### config.mk
export PLATFORM = sky130hd
export DESIGN_NAME = fetch_unit
export DESIGN_NICKNAME = d
export VERILOG_FILES = /design/src/rtl/riscv_pkg.sv /design/src/rtl/fetch_queue.sv /design/src/rtl/fetch_unit.sv
export SDC_FILE = /design/constraint.sdc
export NUM_CORES = 1
export LEC_CHECK = 0
export BUFFER_PORTS_ARGS = -buffer_cell sky130_fd_sc_hd__buf_4
export CORE_AREA = 2 2 162 283
export DETAILED_ROUTE_END_ITERATION = 7
export DIE_AREA = 0 0 164 285
export HOLD_SLACK_MARGIN = 0.02
export PLACE_DENSITY = 0.47
export SETUP_SLACK_MARGIN = 0.5
export SLEW_MARGIN = 20
export SYNTH_ARGS = -nofsm -noshare
export SYNTH_HDL_FRONTEND = slang
export SYNTH_SLANG_ARGS = --single-unit
### constraint.sdc
create_clock -name clock -period 8.55 [get_ports clock]
set_input_delay 0.855 -clock clock [delete_from_list [all_inputs] [get_ports clock]]
set_output_delay 0.855 -clock clock [all_outputs]
set_load 0.01 [all_outputs]
### src/rtl/riscv_pkg.sv
// riscv_pkg: shared fetch-path constants, queue entry type and J-immediate decode
package riscv_pkg;
  localparam int XLEN = 32;
  localparam logic [XLEN-1:0] RESET_PC = 32'h0100_0000;
  localparam logic [6:0] OPC_JAL = 7'b1101111;
  localparam logic [31:0] NOP_INSN = 32'h0000_0013;
  typedef struct packed {
    logic [XLEN-1:0] pc;
    logic [31:0] insn;
    logic pred;
  } fetch_entry_t;
  function automatic logic [31:0] jal_imm(input logic [31:0] insn);
    return {{12{insn[31]}}, insn[19:12], insn[20], insn[30:21], 1'b0};
  endfunction
endpackage

### src/rtl/fetch_queue.sv
// fetch_queue: synchronous FIFO with flush holding prefetched fetch entries
module fetch_queue #(
  parameter int DEPTH = 4,
  parameter int W = 65,
  localparam int AW = $clog2(DEPTH),
  localparam int CW = AW + 1
) (
  input  logic clock,
  input  logic reset,
  input  logic push_i,
  input  logic pop_i,
  input  logic flush_i,
  input  logic [W-1:0] data_i,
  output logic [W-1:0] head_o,
  output logic [CW-1:0] count_o
);
  logic [W-1:0] mem_q [DEPTH];
  logic [AW-1:0] wr_q, rd_q;
  logic [CW-1:0] cnt_q;
  // entry storage; validity is defined only by pointers and count
  always_ff @(posedge clock)
    if (push_i) mem_q[wr_q] <= data_i;
  // pointer and occupancy update; flush empties regardless of push/pop
  always_ff @(posedge clock)
    if (reset || flush_i) begin
      wr_q <= '0;
      rd_q <= '0;
      cnt_q <= '0;
    end else begin
      wr_q <= wr_q + AW'(push_i);
      rd_q <= rd_q + AW'(pop_i);
      cnt_q <= cnt_q + CW'(push_i) - CW'(pop_i);
    end
  assign head_o = mem_q[rd_q];
  assign count_o = cnt_q;
  a_no_overflow: assert property (@(posedge clock) disable iff (reset || flush_i)
    !(push_i && !pop_i && cnt_q == CW'(DEPTH)));
  a_no_underflow: assert property (@(posedge clock) disable iff (reset || flush_i)
    !(pop_i && cnt_q == '0));
endmodule

### src/rtl/fetch_unit.sv
// fetch_unit: PC generation, pipelined imem requests and prefetch queue toward decode.
// Optional FETCH_JAL_PREDICT_EN: JALs are predicted taken when their response arrives.
module fetch_unit
  import riscv_pkg::*;
#(
  parameter int XLEN = riscv_pkg::XLEN,
  parameter logic [XLEN-1:0] RESET_PC = riscv_pkg::RESET_PC,
  parameter int QUEUE_DEPTH = 4,
  parameter int MAX_OUTSTANDING = 2
) (
  input  logic clock,
  input  logic reset,
  output logic imem_req_valid,
  input  logic imem_req_ready,
  output logic [XLEN-1:0] imem_req_addr,
  input  logic imem_rsp_valid,
  input  logic [31:0] imem_rsp_data,
  output logic d_valid,
  input  logic d_ready,
  output logic [XLEN-1:0] d_pc,
  output logic [31:0] d_insn,
  output logic d_pred_taken,
  input  logic redirect_valid,
  input  logic [XLEN-1:0] redirect_pc
);
  localparam int CW = $clog2(QUEUE_DEPTH) + 1;
  localparam int IW = $clog2(MAX_OUTSTANDING + 1);
  localparam int EW = XLEN + 33;
  logic [XLEN-1:0] pc_q, pc_d, rsp_pc_q, rsp_pc_d, tgt, jal_tgt;
  logic [IW-1:0] inflight_q, inflight_d, drop_q, drop_d;
  logic [CW-1:0] count;
  logic [EW-1:0] head;
  logic fire, rsp_acc, push, pop, pred;
  fetch_queue #(.DEPTH(QUEUE_DEPTH), .W(EW)) u_queue (
    .clock(clock),
    .reset(reset),
    .push_i(push),
    .pop_i(pop),
    .flush_i(redirect_valid),
    .data_i({rsp_pc_q, imem_rsp_data, pred}),
    .head_o(head),
    .count_o(count)
  );
  // responses with nothing in flight are leftovers from before a reset
  assign rsp_acc = imem_rsp_valid && inflight_q != '0;
  assign push = rsp_acc && drop_q == '0 && !redirect_valid;
  assign pop = d_valid && d_ready;
`ifdef FETCH_JAL_PREDICT_EN
  assign pred = push && imem_rsp_data[6:0] == OPC_JAL;
  assign jal_tgt = rsp_pc_q + XLEN'($signed(jal_imm(imem_rsp_data)));
`else
  assign pred = 1'b0;
  assign jal_tgt = rsp_pc_q;
`endif
  // credits, drop accounting and PC steering: redirect beats prediction beats sequential
  always_comb begin
    tgt = redirect_pc & ~XLEN'(3);
    imem_req_valid = !reset && !redirect_valid && !pred
                     && (int'(count) + int'(inflight_q) < QUEUE_DEPTH)
                     && (int'(inflight_q) < MAX_OUTSTANDING);
    fire = imem_req_valid && imem_req_ready;
    inflight_d = inflight_q + IW'(fire) - IW'(rsp_acc);
    drop_d = redirect_valid ? inflight_q - IW'(rsp_acc)
           : pred ? inflight_q - IW'(1)
           : drop_q - IW'(rsp_acc && drop_q != '0);
    pc_d = redirect_valid ? tgt : pred ? jal_tgt : fire ? pc_q + XLEN'(4) : pc_q;
    rsp_pc_d = redirect_valid ? tgt : pred ? jal_tgt : push ? rsp_pc_q + XLEN'(4) : rsp_pc_q;
  end
  // fetch state registers
  always_ff @(posedge clock)
    if (reset) begin
      pc_q <= RESET_PC;
      rsp_pc_q <= RESET_PC;
      inflight_q <= '0;
      drop_q <= '0;
    end else begin
      pc_q <= pc_d;
      rsp_pc_q <= rsp_pc_d;
      inflight_q <= inflight_d;
      drop_q <= drop_d;
    end
  assign imem_req_addr = pc_q;
  assign d_valid = count != '0;
  assign {d_pc, d_insn, d_pred_taken} = d_valid ? head : {XLEN'(0), NOP_INSN, 1'b0};
endmodule

==> results of run 1 <==
## routing by layer
layer	GRT usage, %	share of wire, %	wire [um]	up-vias
li1	-	-	-	3585
met1	15.58	39	12610	3947
met2	26.65	55	17820	200
met3	1.789	3.8	1227	58
met4	5.482	3.2	1038	0
met5	0	0	0	-
## path summary, 6_finish.rpt
check	from	endpoint	slack, ns	cells after the start
setup reg to reg	inflight_q[1]$_SDFF_PP0_	u_queue.mem_q[2][26]$_DFFE_PP_	5.23	7
hold reg to reg	u_queue.rd_q[1]$_SDFF_PP0_	u_queue.rd_q[1]$_SDFF_PP0_	0.50	2
setup / recovery	u_queue.rd_q[0]$_SDFF_PP0_	d_insn[4]	4.66	4
hold / removal	imem_rsp_data[9]	u_queue.mem_q[0][9]$_DFFE_PP_	0.48	1
## final cells by class
cell class / instances / area [um^2] / area share (%)
Clock buffer: 35 / 790.8 / 4.918
Clock inverter: 21 / 254.0 / 1.580
Inverter: 29 / 108.9 / 0.6769
Multi-Input combinational cell: 467 / 4055 / 25.22
Sequential cell: 319 / 8874 / 55.18
Tap cell: 577 / 721.9 / 4.490
Timing Repair Buffer: 170 / 1276 / 7.936
## worst max-delay path, cell delays in order, from the launching register on
cell	delay [ns]
dfxtp_4	0.62
buf_4	0.81
mux4_2	0.59
or2_2	0.28
buf_4	0.15
## stage by stage
step | setup WS, ns | hold slack, ns | util (%) | instance area (um^2) | cells
2_1_floorplan | 0.6968 | 0.5011 | - | 13190 | 859
3_3_place_gp | 4.512 | 0.4842 | 33.62 | 15040 | 1562
3_5_place_dp | 4.547 | 0.4903 | 33.62 | 15040 | 1562
4_1_cts | 4.447 | 0.4453 | 35.96 | 16080 | 1618
5_1_grt | 4.339 | 0.4601 | 35.96 | 16080 | 1618
6_report | 4.663 | 0.4840 | 35.96 | 16080 | 1618
## state kept, by name (all words and copies together) (netlist names)
name and count:
jal_tgt 30, u_queue.mem_q 248, u_queue.wr_q 2, drop_q 2
imem_req_addr 30, u_queue.count_o 3, u_queue.rd_q 2, inflight_q 2
## cells in the final DEF, fill, tap and decap left out, types with 3 or more instances in the layout
cell type,instances
clkinv_1,9
or2_2,5
nand2_1,35
nor3_2,3
nor2b_1,63
conb_1,5
xor2_1,40
ha_1,11
mux4_2,62
o21ai_0,14
nor4_2,3
a21boi_0,22
nand4_1,37
and2_1,7
a31oi_1,3
buf_4,170
clkbuf_1,4
xnor2_1,20
and3_1,9
bufinv_16,6
clkbuf_16,31
o21bai_1,3
nor2_1,27
nand3_1,19
a211oi_1,11
a21oi_1,23
nor3_1,7
edfxtp_1,248
clkinvlp_4,4
inv_1,28
dfxtp_1,69
nor4_1,11
## cells in the mapped netlist (all sizes together), types with 2 or more instances
| master | number | share of area (%) |
|---|---|---|
| edfxtp | 248 | 57 |
| dfxtp | 71 | 11 |
| nor2b | 63 | 3.0 |
| mux4 | 62 | 11 |
| xor2 | 40 | 2.7 |
| nand4 | 37 | 1.8 |
| nand2 | 35 | 1.0 |
| clkbuf | 30 | 0.85 |
| nor2 | 30 | 0.87 |
| inv | 29 | 0.83 |
| a21boi | 24 | 1.4 |
| a21oi | 23 | 0.87 |
| xnor2 | 20 | 1.3 |
| nand3 | 19 | 0.72 |
| o21ai | 16 | 0.61 |
| nor4 | 15 | 0.87 |
| buf | 14 | 0.66 |
| a211oi | 11 | 0.63 |
| ha | 11 | 1.0 |
| and3 | 10 | 0.47 |
| nor3 | 10 | 0.42 |
| and2 | 7 | 0.33 |
| or2 | 6 | 0.28 |
| a31oi | 3 | 0.14 |
| o21bai | 3 | 0.17 |
| mux2i | 2 | 0.15 |
## logic make-up (layout without fill, tap and decap cells)
kind of cell,after synthesis,after routing
muxes,64,64
xor gates and xnor gates,60,60
AOI/OAI and AO/OA,90,90
and+or+nand+nor,236,236
buffers and inverters,73,255
other,1,5
adders and majority gates,12,12
DFF,319,319
## power groups by stage
stage / registers, mW / logic [mW] / clock network [mW]
3_5_place_dp: 1.82 / 0.355 / 0
5_1_grt: 1.80 / 0.382 / 1.52
3_3_place_gp: 1.82 / 0.354 / 0
6_report: 1.79 / 0.343 / 1.42
2_1_floorplan: 1.81 / 0.204 / 0
4_1_cts: 1.79 / 0.357 / 1.47
==> out/results.md, run 1 <==
## Global route
• 0 — antenna violations before repair
• 8312 — number of global-route vias before repair
• 14.03% — Tot GR Track Use
• 65 — pin count of the biggest net entering global routing
• 0 — overall overflow remaining after global route
• 49700 um — global-route wire length before repair

## Drt
• 32700 um — post-detailed-routing wire length
• 0 — count of antenna-violating nets left after detailed routing
• 4 — Pre-antenna DRT Iters
• 336 — number of DRC markers in iteration 0
• 7790 — vias
• 4.815 — number of vias per cell after detailed routing
• 0 — post-route DRC violation count
• 20.21 um — detailed-route wire length per cell

## Logic synthesis
• 1.196% — post-synthesis share of cell area spent on full adders, half adders and majority gates
• 4.424% — compound-cell area share of the yosys netlist
• 67.29% — sequential cell area fraction in the yosys report
• 0% — Async SR Flop Fraction
• 13180 um^2 — post-synthesis instance area
• 855 — number of cells produced by synthesis
• 15.41 um^2 — average footprint of a synthesized cell
• 3.987% — xor-xnor portion of the synthesized cell area
• 53 — number of distinct library cell variants in the gate-level netlist after synthesis
• edfxtp_1 — predominant post-synthesis flop cell
• 248 — EDFF count, synth
• 9.978% — area fraction in and, or, nand and nor cells after synthesis
• multiplexers — main combinational cell family by area after synthesis
• 10.75% — proportion of synthesized area in mux cells
• 0 — Ys Warns
• 319 — total of flip-flops plus latches after synthesis

## Setup path
• flip-flop to primary output — WS Path Type
• 7.70 ns — Required @ worst endpoint
• primary output — CP endpoint kind
• flip-flop — Critical Path Start Type
• 3.03 ns — crit path DAT
• 44 — critical-path maximum fanout

## Power
• 220.8 nW/um^2 — power per unit of standard cell area
• 0.1185 mV — maximum ir drop on the vdd rail
• 23.14% — net switching share of the total power
• 821.6 uW — net switching component of the power
• 5.396 nW — Leakage Power
• 3.550 mW — final total power
• 40.0% — Clk network pwr share
• 2.729 mW — Internal
• 50.3% — share of power burned in registers
• 9.7% — combinational power share

## Hold path
• input port to flip-flop — class of the most critical hold timing path

## Timing
• 24.38% — Max-Slew Margin vs Limit
• 0 — final max-slew violation count
• false — RSZ-0062 raised after global routing
• 0 ns — total negative slack for setup checks
• 0.01649 ns — Final Skew
• 1.124 ns — worst-margin pin slew
• 257.2 MHz — maximum clock rate
• 0 — Finish-stage setup viols
• 45.47% — final worst-path cycle share
• 3.887 ns — clock period minus final worst setup slack
• 0 — number of hold violations in the final report

## Clock network
• done — TritonCTS clock tree
• 0 — Post-CTS Setup Bufs
• 3 — Bufs on Longest Clock Path
• 30 — number of buffers added by the clock tree synthesis step
• 0 — Gates resized, CTS repair
• 319 — clock sinks
• clkbuf_16 — buffer type at the clock tree root
• 0.57 ns — Skew-Pair Late Insertion Delay
• 0 — hold buffer count at CTS
• 1 — H-tree depth reported by CTS
• 0.07 ns — clock transition time at the flip-flop clock pins of the worst setup and hold paths

## Floorplan
• 44720 um^2 — Core ar.
• 285 um — Die Ht
• 169 — I/O pin count
• 29.47% — Initial Utilization
• 46740 um^2 — Total Die Area
• 103 — Std-Cell Rows
• 164 um — Die Span X

## Placement
• 20570 um — final HPWL from detailed placement
• 0.8500 — gpl congestion
• 161 — IO buf count

## Cells and area
• 22.02% — Area growth syn-to-layout
• 4344 — Fillers
• 0 — final antenna diode count
• 28.24% — fraction of layout cells with a size suffix above 1
• 1099 — fin nets

## Job
• 0 — max-capacitance violation count

## Run status
• finished clean — outcome

Power figures use the tool's default switching activity.
==> run 2, diff against run 1 <==
- ABC_AREA: default -> 1
- CORE_AREA: 2 2 162 283 -> 2 2 168 293
- DIE_AREA: 0 0 164 285 -> 0 0 170 295
- clock period: 8.55 -> 3.6 ns (I/O delays scaled with it)
==> run 2 against run 1 <==
Against the previous run: first-iteration DRC count up 82%; clock power is 130% higher; critical path depth is 1 higher; flip-flop and latch count is the same; register-to-register slack got worse by 4.1 ns; routed wire length increased by 28%; combinational power grew to 2.9 times the previous value; largest cell class unchanged.
==> out/results.md, run 2 <==
## Run status
• finished clean — outcome, unchanged

## Setup path
• 34 — critical-path maximum fanout, was 44
• 3 — count of buffering cells on the critical path with inverters included, was 2
• inv_2 -> buf_4 -> o21ai_0 -> a21oi_1 -> buf_4 — Critical Path, Cell by Cell, was buf_4 -> mux4_2 -> or2_2 -> buf_4
• 2.48 ns — crit path DAT, was 3.03 ns
• primary output — CP endpoint kind, unchanged
• buffers and inverters — cell type group with the largest total delay on the critical path, unchanged
• u_queue.rd_q[0]$_SDFF_PP0_ — origin of the worst setup path, unchanged
• flip-flop — Critical Path Start Type, unchanged
• inv_2 — Critical-path top delay cell, was buf_4
• buf_4 — cell mode on critical path, unchanged
• 0.50 ns — delay contributed by the slowest stage of the critical path, was 0.81 ns
• inflight_q[1]$_SDFF_PP0_ — launch instance of the worst register-to-register path, unchanged
• 3.24 ns — Required @ worst endpoint, was 7.70 ns
• flip-flop to primary output — WS Path Type, unchanged

## Placement
• 26210 um — final HPWL from detailed placement, was 20570 um
• 16160 um^2 — Placed Instance Area, was 15040 um^2
• 2220 — number of placed cells counting well taps, was 1562
• 161 — IO buf count, unchanged
• 1.164 ns — post-placement setup slack, was 4.547 ns
• 0.8794 — gpl congestion, was 0.8500

## Clock network
• 319 — clock sinks, unchanged
• 0.07 ns — clock transition time at the flip-flop clock pins of the worst setup and hold paths, about the same
• 0.58 ns — Skew-Pair Late Insertion Delay, was 0.57 ns
• 0 — Gates resized, CTS repair, unchanged
• 31 — number of buffers added by the clock tree synthesis step, was 30
• clkbuf_16 — buffer type at the clock tree root, unchanged
• done — TritonCTS clock tree, unchanged
• 1 — H-tree depth reported by CTS, unchanged
• 0 — Post-CTS Setup Bufs, unchanged
• 3 — Bufs on Longest Clock Path, unchanged

## Timing
• 352.5 MHz — maximum clock rate
• 0 — Finish-stage setup viols, unchanged
• 0 — number of hold violations in the final report, unchanged
• 0.01888 ns — Final Skew, was 0.01649 ns
• 2.837 ns — clock period minus final worst setup slack
• 0 — final max-slew violation count, unchanged
• false — RSZ-0062 raised after global routing, unchanged
• 78.81% — final worst-path cycle share
• 0.9240 ns — worst-margin pin slew, was 1.124 ns
• 0.7630 ns — Final Worst Setup Slack, was 4.663 ns
• 0.08677 ns — Hold Slack, was 0.4840 ns
• 38.40% — Max-Slew Margin vs Limit, was 24.38%
• 0 ns — total negative slack for setup checks, unchanged

## Global route
• 16.44% — Tot GR Track Use, was 14.03%
• 62830 um — global-route wire length before repair, was 49700 um
• 126 — pin count of the biggest net entering global routing, was 65
• 0 — overall overflow remaining after global route, unchanged
• 10.94k — number of global-route vias before repair, was 8312
• 0 — antenna violations before repair, unchanged

## Drt
• 610 — number of DRC markers in iteration 0, was 336
• 5 — Pre-antenna DRT Iters, was 4
• 41900 um — post-detailed-routing wire length, was 32700 um
• 0 — post-route DRC violation count, unchanged
• 0 — count of antenna-violating nets left after detailed routing, unchanged
• 4.766 — number of vias per cell after detailed routing, was 4.815
• 11.00k — vias, was 7790
• 18.15 um — detailed-route wire length per cell, was 20.21 um

## Logic synthesis
• 14210 um^2 — post-synthesis instance area, was 13180 um^2
• 0% — Async SR Flop Fraction, unchanged
• 9.388 um^2 — average footprint of a synthesized cell, was 15.41 um^2
• edfxtp_1 (52%), dfxtp_1 (10%), nor2_1 (9.7%) — synth top area cells, was edfxtp_1 (57%), dfxtp_1 (11%), mux4_2 (11%)
• 35 — number of distinct library cell variants in the gate-level netlist after synthesis, was 53
• 319 — total of flip-flops plus latches after synthesis, unchanged
• edfxtp_1 — dominant cell type by area after synthesis, unchanged
• 52.39% — share of the synthesized area in the top cell type, was 56.51%
• 62.39% — sequential cell area fraction in the yosys report, was 67.29%
• edfxtp_1 — predominant post-synthesis flop cell, unchanged
• nor2_1 — library cell with the highest instance count after synthesis, was edfxtp_1
• 0 — Ys Warns, unchanged
• nor2_1 (367), nand2_1 (265), edfxtp_1 (248) — top cells by instance count after synthesis, was edfxtp_1 (248), dfxtp_1 (71), nor2b_1 (63)
• 248 — EDFF count, synth, unchanged
• 1514 — number of cells produced by synthesis, was 855

## Power
• 487.2 nW/um^2 — power per unit of standard cell area, was 220.8 nW/um^2
• 8.512 mW — final total power, was 3.550 mW
• 6.507 nW — Leakage Power, was 5.396 nW
• 0.3473 mV — maximum ir drop on the vdd rail, was 0.1185 mV

## Cells and area
• nor2_1 — most common cell after layout, fill and taps aside, was edfxtp_1
• 22.91% — Area growth syn-to-layout, was 22.02%
• 2308 — post-layout instance count excluding filler cells, was 1618
• 14.18% — fraction of layout cells with a size suffix above 1, was 28.24%
• 36.59% — final design utilization, was 35.96%
• 17470 um^2 — post-route cell area, was 16080 um^2
• 1774 — fin nets, was 1099
• 0 — final antenna diode count, unchanged
• nor2_1 (367), nand2_1 (265), edfxtp_1 (248), buf_4 (171), o21ai_0 (157) — most frequent cells in the layout, was edfxtp_1 (248), buf_4 (170), dfxtp_1 (69), nor2b_1 (63), mux4_2 (62)
• u_queue.mem_q — Reg with most FFs, unchanged
• 248 — flip-flop count of the largest register after layout, unchanged

## Floorplan
• 295 um — Die Ht, was 285 um
• 50150 um^2 — Total Die Area, was 46740 um^2
• 29.77% — Initial Utilization, was 29.47%
• 170 um — Die Span X, was 164 um
• 169 — I/O pin count, unchanged
• 106 — Std-Cell Rows, was 103
• 47750 um^2 — Core ar., was 44720 um^2

## Hold path
• input port to flip-flop — class of the most critical hold timing path, unchanged
• redirect_pc[24] — worst hold start, was imem_rsp_data[9]

## Job
• 0 — max-capacitance violation count, unchanged

-- run 2: cell types whose count changed in the layout (fill, tap and decap cells not counted), sizes merged, moves of 54 or more --
cell,previous run,this run
mux4,62,0
o21ai,16,157
nor2b,63,0
nor2,30,371
nand2,35,268
a21oi,23,104
inv,29,83
-- run 2: final timing paths --
kind,to,slack (ns),depth (start not counted)
setup reg to reg,u_queue.mem_q[1][3]$_DFFE_PP_,1.18,7
setup / recovery,d_pc[10],0.76,5
hold / removal,imem_req_addr[24]$_SDFFE_PP1P_,0.09,3
hold reg to reg,inflight_q[1]$_SDFF_PP0_,0.53,1
-- run 2: logic make-up after synthesis --
| kind of cell | after synthesis | share of synthesized area (%) |
|---|---|---|
| and+or+nand+nor | 713 | 19.87 |
| adders and majority gates | 12 | 1.109 |
| other | 1 | 0.02638 |
| buffers and inverters | 157 | 4.613 |
| AOI/OAI and AO/OA | 289 | 10.57 |
| xor gates and xnor gates | 23 | 1.417 |
| DFF | 319 | 62.39 |
-- run 2: layout make-up --
class | instances | area (um^2)
clock buffer | 38 | 802.0
clock inverter | 17 | 181.4
fill | 4820 | 30280
inverter | 85 | 321.6
multi-input combinational | 1042 | 4755
sequential | 319 | 8874
tap | 594 | 743.2
timing repair buffer | 213 | 1794
-- run 2: report_power, final --
group	internal, mW	switching [mW]
Clock	1.85	1.37
Sequential	4.14	0.153
Combinational	0.391	0.602
-- run 2: routing by layer --
metal | wire length [um] | track usage [%] | up-vias
met3 | 1742 | 2.236 | 72
met1 | 16400 | 17.85 | 5240
met5 | 0 | 0 | -
met4 | 1472 | 6.671 | 0
met2 | 22280 | 31.68 | 252
li1 | - | - | 5436
-- run 2: timing repair --
action                                  4_1_cts  5_1_grt
hold buffers                                 33        0
endpoints found under the setup margin        0        0
hold endpoints to repair                    129        0
-- run 2: worst min-delay path: stages --
cell and delay (ns):
buf_4 0.08, a21oi_1 0.10, nand3_1 0.09
==> run 3, diff against run 2 <==
- ABC_AREA: 1 -> 0
- CORE_AREA: 2 2 168 293 -> 2 2 162 283
- DIE_AREA: 0 0 170 295 -> 0 0 164 285
- PLACE_DENSITY: 0.47 -> 0.49
- clock period: 3.6 -> 2.4 ns (I/O delays scaled with it)
==> run 3 against run 2 <==
Against the previous run: the flow now finishes with violations (negative setup slack); sequential share of layout area shrank 6.2 points; non-clock buffer count up 163; combinational power grew 140%; first-iteration DRC count is 44% lower; largest power group unchanged; final area grew 14%; sequential power is 48% higher; critical path depth rose by 2.
==> out/results.md, run 3 (synthesis results as in run 1) <==
## Drt
• 4 — Pre-antenna DRT Iters, was 5
• 0 — post-route DRC violation count, unchanged
• 343 — number of DRC markers in iteration 0, was 610
• 8604 — vias, was 11.00k
• 22.65 um — detailed-route wire length per cell, was 18.15 um
• 41340 um — post-detailed-routing wire length, was 41900 um
• 0 — count of antenna-violating nets left after detailed routing, unchanged
• 4.715 — number of vias per cell after detailed routing, was 4.766

## Floorplan
• 46740 um^2 — Total Die Area, was 50150 um^2
• 44720 um^2 — Core ar., was 47750 um^2
• 103 — Std-Cell Rows, was 106
• 169 — I/O pin count, unchanged
• 29.47% — Initial Utilization, was 29.77%
• 285 um — Die Ht, was 295 um
• 164 um — Die Span X, was 170 um

## Clock network
• done — TritonCTS clock tree, unchanged
• 319 — clock sinks, unchanged
• 1 — H-tree depth reported by CTS, unchanged
• 0.07 ns — clock transition time at the flip-flop clock pins of the worst setup and hold paths, about the same
• 3 — Bufs on Longest Clock Path, unchanged
• 0.57 ns — Skew-Pair Late Insertion Delay, was 0.58 ns
• 31 — number of buffers added by the clock tree synthesis step, unchanged
• clkbuf_16 — buffer type at the clock tree root, unchanged

## Placement
• 0.8322 — gpl congestion, was 0.8794
• 21940 um — final HPWL from detailed placement, was 26210 um
• 1606 — number of placed cells counting well taps, was 2220
• -0.08594 ns — post-placement setup slack, was 1.164 ns
• 161 — IO buf count, unchanged
• 15580 um^2 — Placed Instance Area, was 16160 um^2

## Cells and area
• 248 — flip-flop count of the largest register after layout, unchanged
• u_queue.mem_q — Reg with most FFs, unchanged
• 44.79% — fraction of layout cells with a size suffix above 1, was 14.18%
• edfxtp_1 (248), buf_4 (177), buf_6 (72), mux4_2 (62), dfxtp_1 (56) — most frequent cells in the layout, was nor2_1 (367), nand2_1 (265), edfxtp_1 (248), buf_4 (171), o21ai_0 (157)
• 1306 — fin nets, was 1774
• 19940 um^2 — post-route cell area, was 17470 um^2
• 51.28% — Area growth syn-to-layout, was 22.91%
• 0 — final antenna diode count, unchanged
• edfxtp_1 — most common cell after layout, fill and taps aside, was nor2_1
• 1825 — post-layout instance count excluding filler cells, was 2308
• 44.58% — final design utilization, was 36.59%

## Timing
• 0.05476 ns — Hold Slack, was 0.08677 ns
• 0.5956 ns — worst-margin pin slew, was 0.9240 ns
• 0 — number of hold violations in the final report, unchanged
• 60.29% — Max-Slew Margin vs Limit, was 38.40%
• 0.01428 ns — Final Skew, was 0.01888 ns
• 416.4 MHz — maximum clock rate
• true — RSZ-0062 raised after global routing, was false
• 1 — Finish-stage setup viols, was 0
• -0.001663 ns — total negative slack for setup checks, was 0 ns
• -0.001663 ns — Final Worst Setup Slack, was 0.7630 ns
• 2.402 ns — clock period minus final worst setup slack
• 100.1% — final worst-path cycle share
• 0 — final max-slew violation count, unchanged

## Run status
• finished with violations — outcome, was finished clean
• negative setup slack — violated checks

## Hold path
• input port to flip-flop — class of the most critical hold timing path, unchanged

## Power
• 17.6% — combinational power share, was 11.7%
• 690.6 nW/um^2 — power per unit of standard cell area, was 487.2 nW/um^2
• 3.401 mW — net switching component of the power, was 2.127 mW
• 7.146 nW — Leakage Power, was 6.507 nW
• 46.2% — share of power burned in registers, was 50.5%
• 24.70% — net switching share of the total power, was 24.99%
• 13.77 mW — final total power, was 8.512 mW
• 36.2% — Clk network pwr share, was 37.9%
• 10.37 mW — Internal, was 6.385 mW
• 0.4719 mV — maximum ir drop on the vdd rail, was 0.3473 mV

## Global route
• 63 — pin count of the biggest net entering global routing, was 126
• 16.04% — Tot GR Track Use, was 16.44%
• 0 — overall overflow remaining after global route, unchanged
• 0 — antenna violations before repair, unchanged
• 8913 — number of global-route vias before repair, was 10.94k
• 55260 um — global-route wire length before repair, was 62830 um

## Setup path
• 6 — critical-path maximum fanout, was 34
• d_insn[20] — Critical Path Sink, was d_pc[10]
• 0.15 ns — flop2flop setup slack, was 1.18 ns
• 10 — depth of the most critical reg-to-reg path, was 7
• inflight_q[1]$_SDFF_PP0_ — launch instance of the worst register-to-register path, unchanged
• inflight_q[1]$_SDFF_PP0_ — r2r endpoint, was u_queue.mem_q[1][3]$_DFFE_PP_
• 2.16 ns — Required @ worst endpoint, was 3.24 ns
• u_queue.rd_q[0]$_SDFF_PP0_ — origin of the worst setup path, unchanged
• flip-flop to primary output — WS Path Type, unchanged
• flip-flop — Critical Path Start Type, unchanged
• 2.16 ns — crit path DAT, was 2.48 ns
• primary output — CP endpoint kind, unchanged

## Job
• 0 — max-capacitance violation count, unchanged

run 3: cell count changes in the layout (fill, tap and decap cells not counted), sizes merged, moves of 54 or more:
cell,before,now
nor2b,0,63
nor2,371,30
o21ai,157,16
nand2,268,35
mux4,0,62
a21oi,104,23
inv,83,29
buf,180,308
run 3: what timing repair did:
item | 4_1_cts | 5_1_grt
buffers inserted | 44 | 27
gates resized for setup | 130 | 177
endpoints found under the hold margin | 158 | 0
setup endpoints to repair | 346 | 336
pin swaps | 32 | 34
hold buffers | 49 | 0
cloned | 17 | 25
run 3: power groups by stage:
stage	clock, mW	combinational (mW)	sequential, mW
finish	4.98	2.43	6.36
floorplan	0	0.777	6.46
detailed placement	0	1.43	6.47
global placement	0	1.43	6.46
global route	5.28	2.61	6.38
CTS	5.12	2.05	6.36
run 3: cell type report:
cell class / count / area [um^2]
Clock buffer: 40 / 829.5
Tap cell: 577 / 721.9
Inverter: 29 / 113.9
Fill cell: 3997 / 24780
Timing Repair Buffer: 376 / 4387
Clock inverter: 17 / 197.7
Sequential cell: 319 / 8900
Multi-Input combinational cell: 467 / 4787
run 3: worst max-delay path, stage by stage, from the launching register on:
cell,delay (ns)
dfxtp_4,0.36
buf_12,0.15
buf_12,0.11
buf_12,0.11
buf_12,0.11
mux4_2,0.48
nor2b_4,0.14
buf_6,0.12
run 3: routing by layer:
metal / up-vias / wire length [um] / global-route usage, %
li1: 4019 / - / -
met1: 4325 / 15550 / 17.47
met2: 205 / 23450 / 31.16
met4: 0 / 1161 / 6.075
met3: 55 / 1180 / 1.745
met5: - / 0 / 0
run 3: how the worst min path moves through the flow:
stage	from	end	slack (ns)	depth (start not counted)
final	redirect_pc[10]	jal_tgt[10]$_SDFFE_PP0P_	0.05	4
after global routing	redirect_pc[10]	jal_tgt[10]$_SDFFE_PP0P_	0.06	4
after CTS	redirect_pc[5]	jal_tgt[5]$_SDFFE_PP0P_	0.03	3
after detailed placement	imem_rsp_data[26]	u_queue.mem_q[2][26]$_DFFE_PP_	0.44	1
after global placement	imem_rsp_data[19]	u_queue.mem_q[0][19]$_DFFE_PP_	0.44	1
after floorplan	imem_rsp_data[0]	u_queue.mem_q[0][0]$_DFFE_PP_	0.34	0
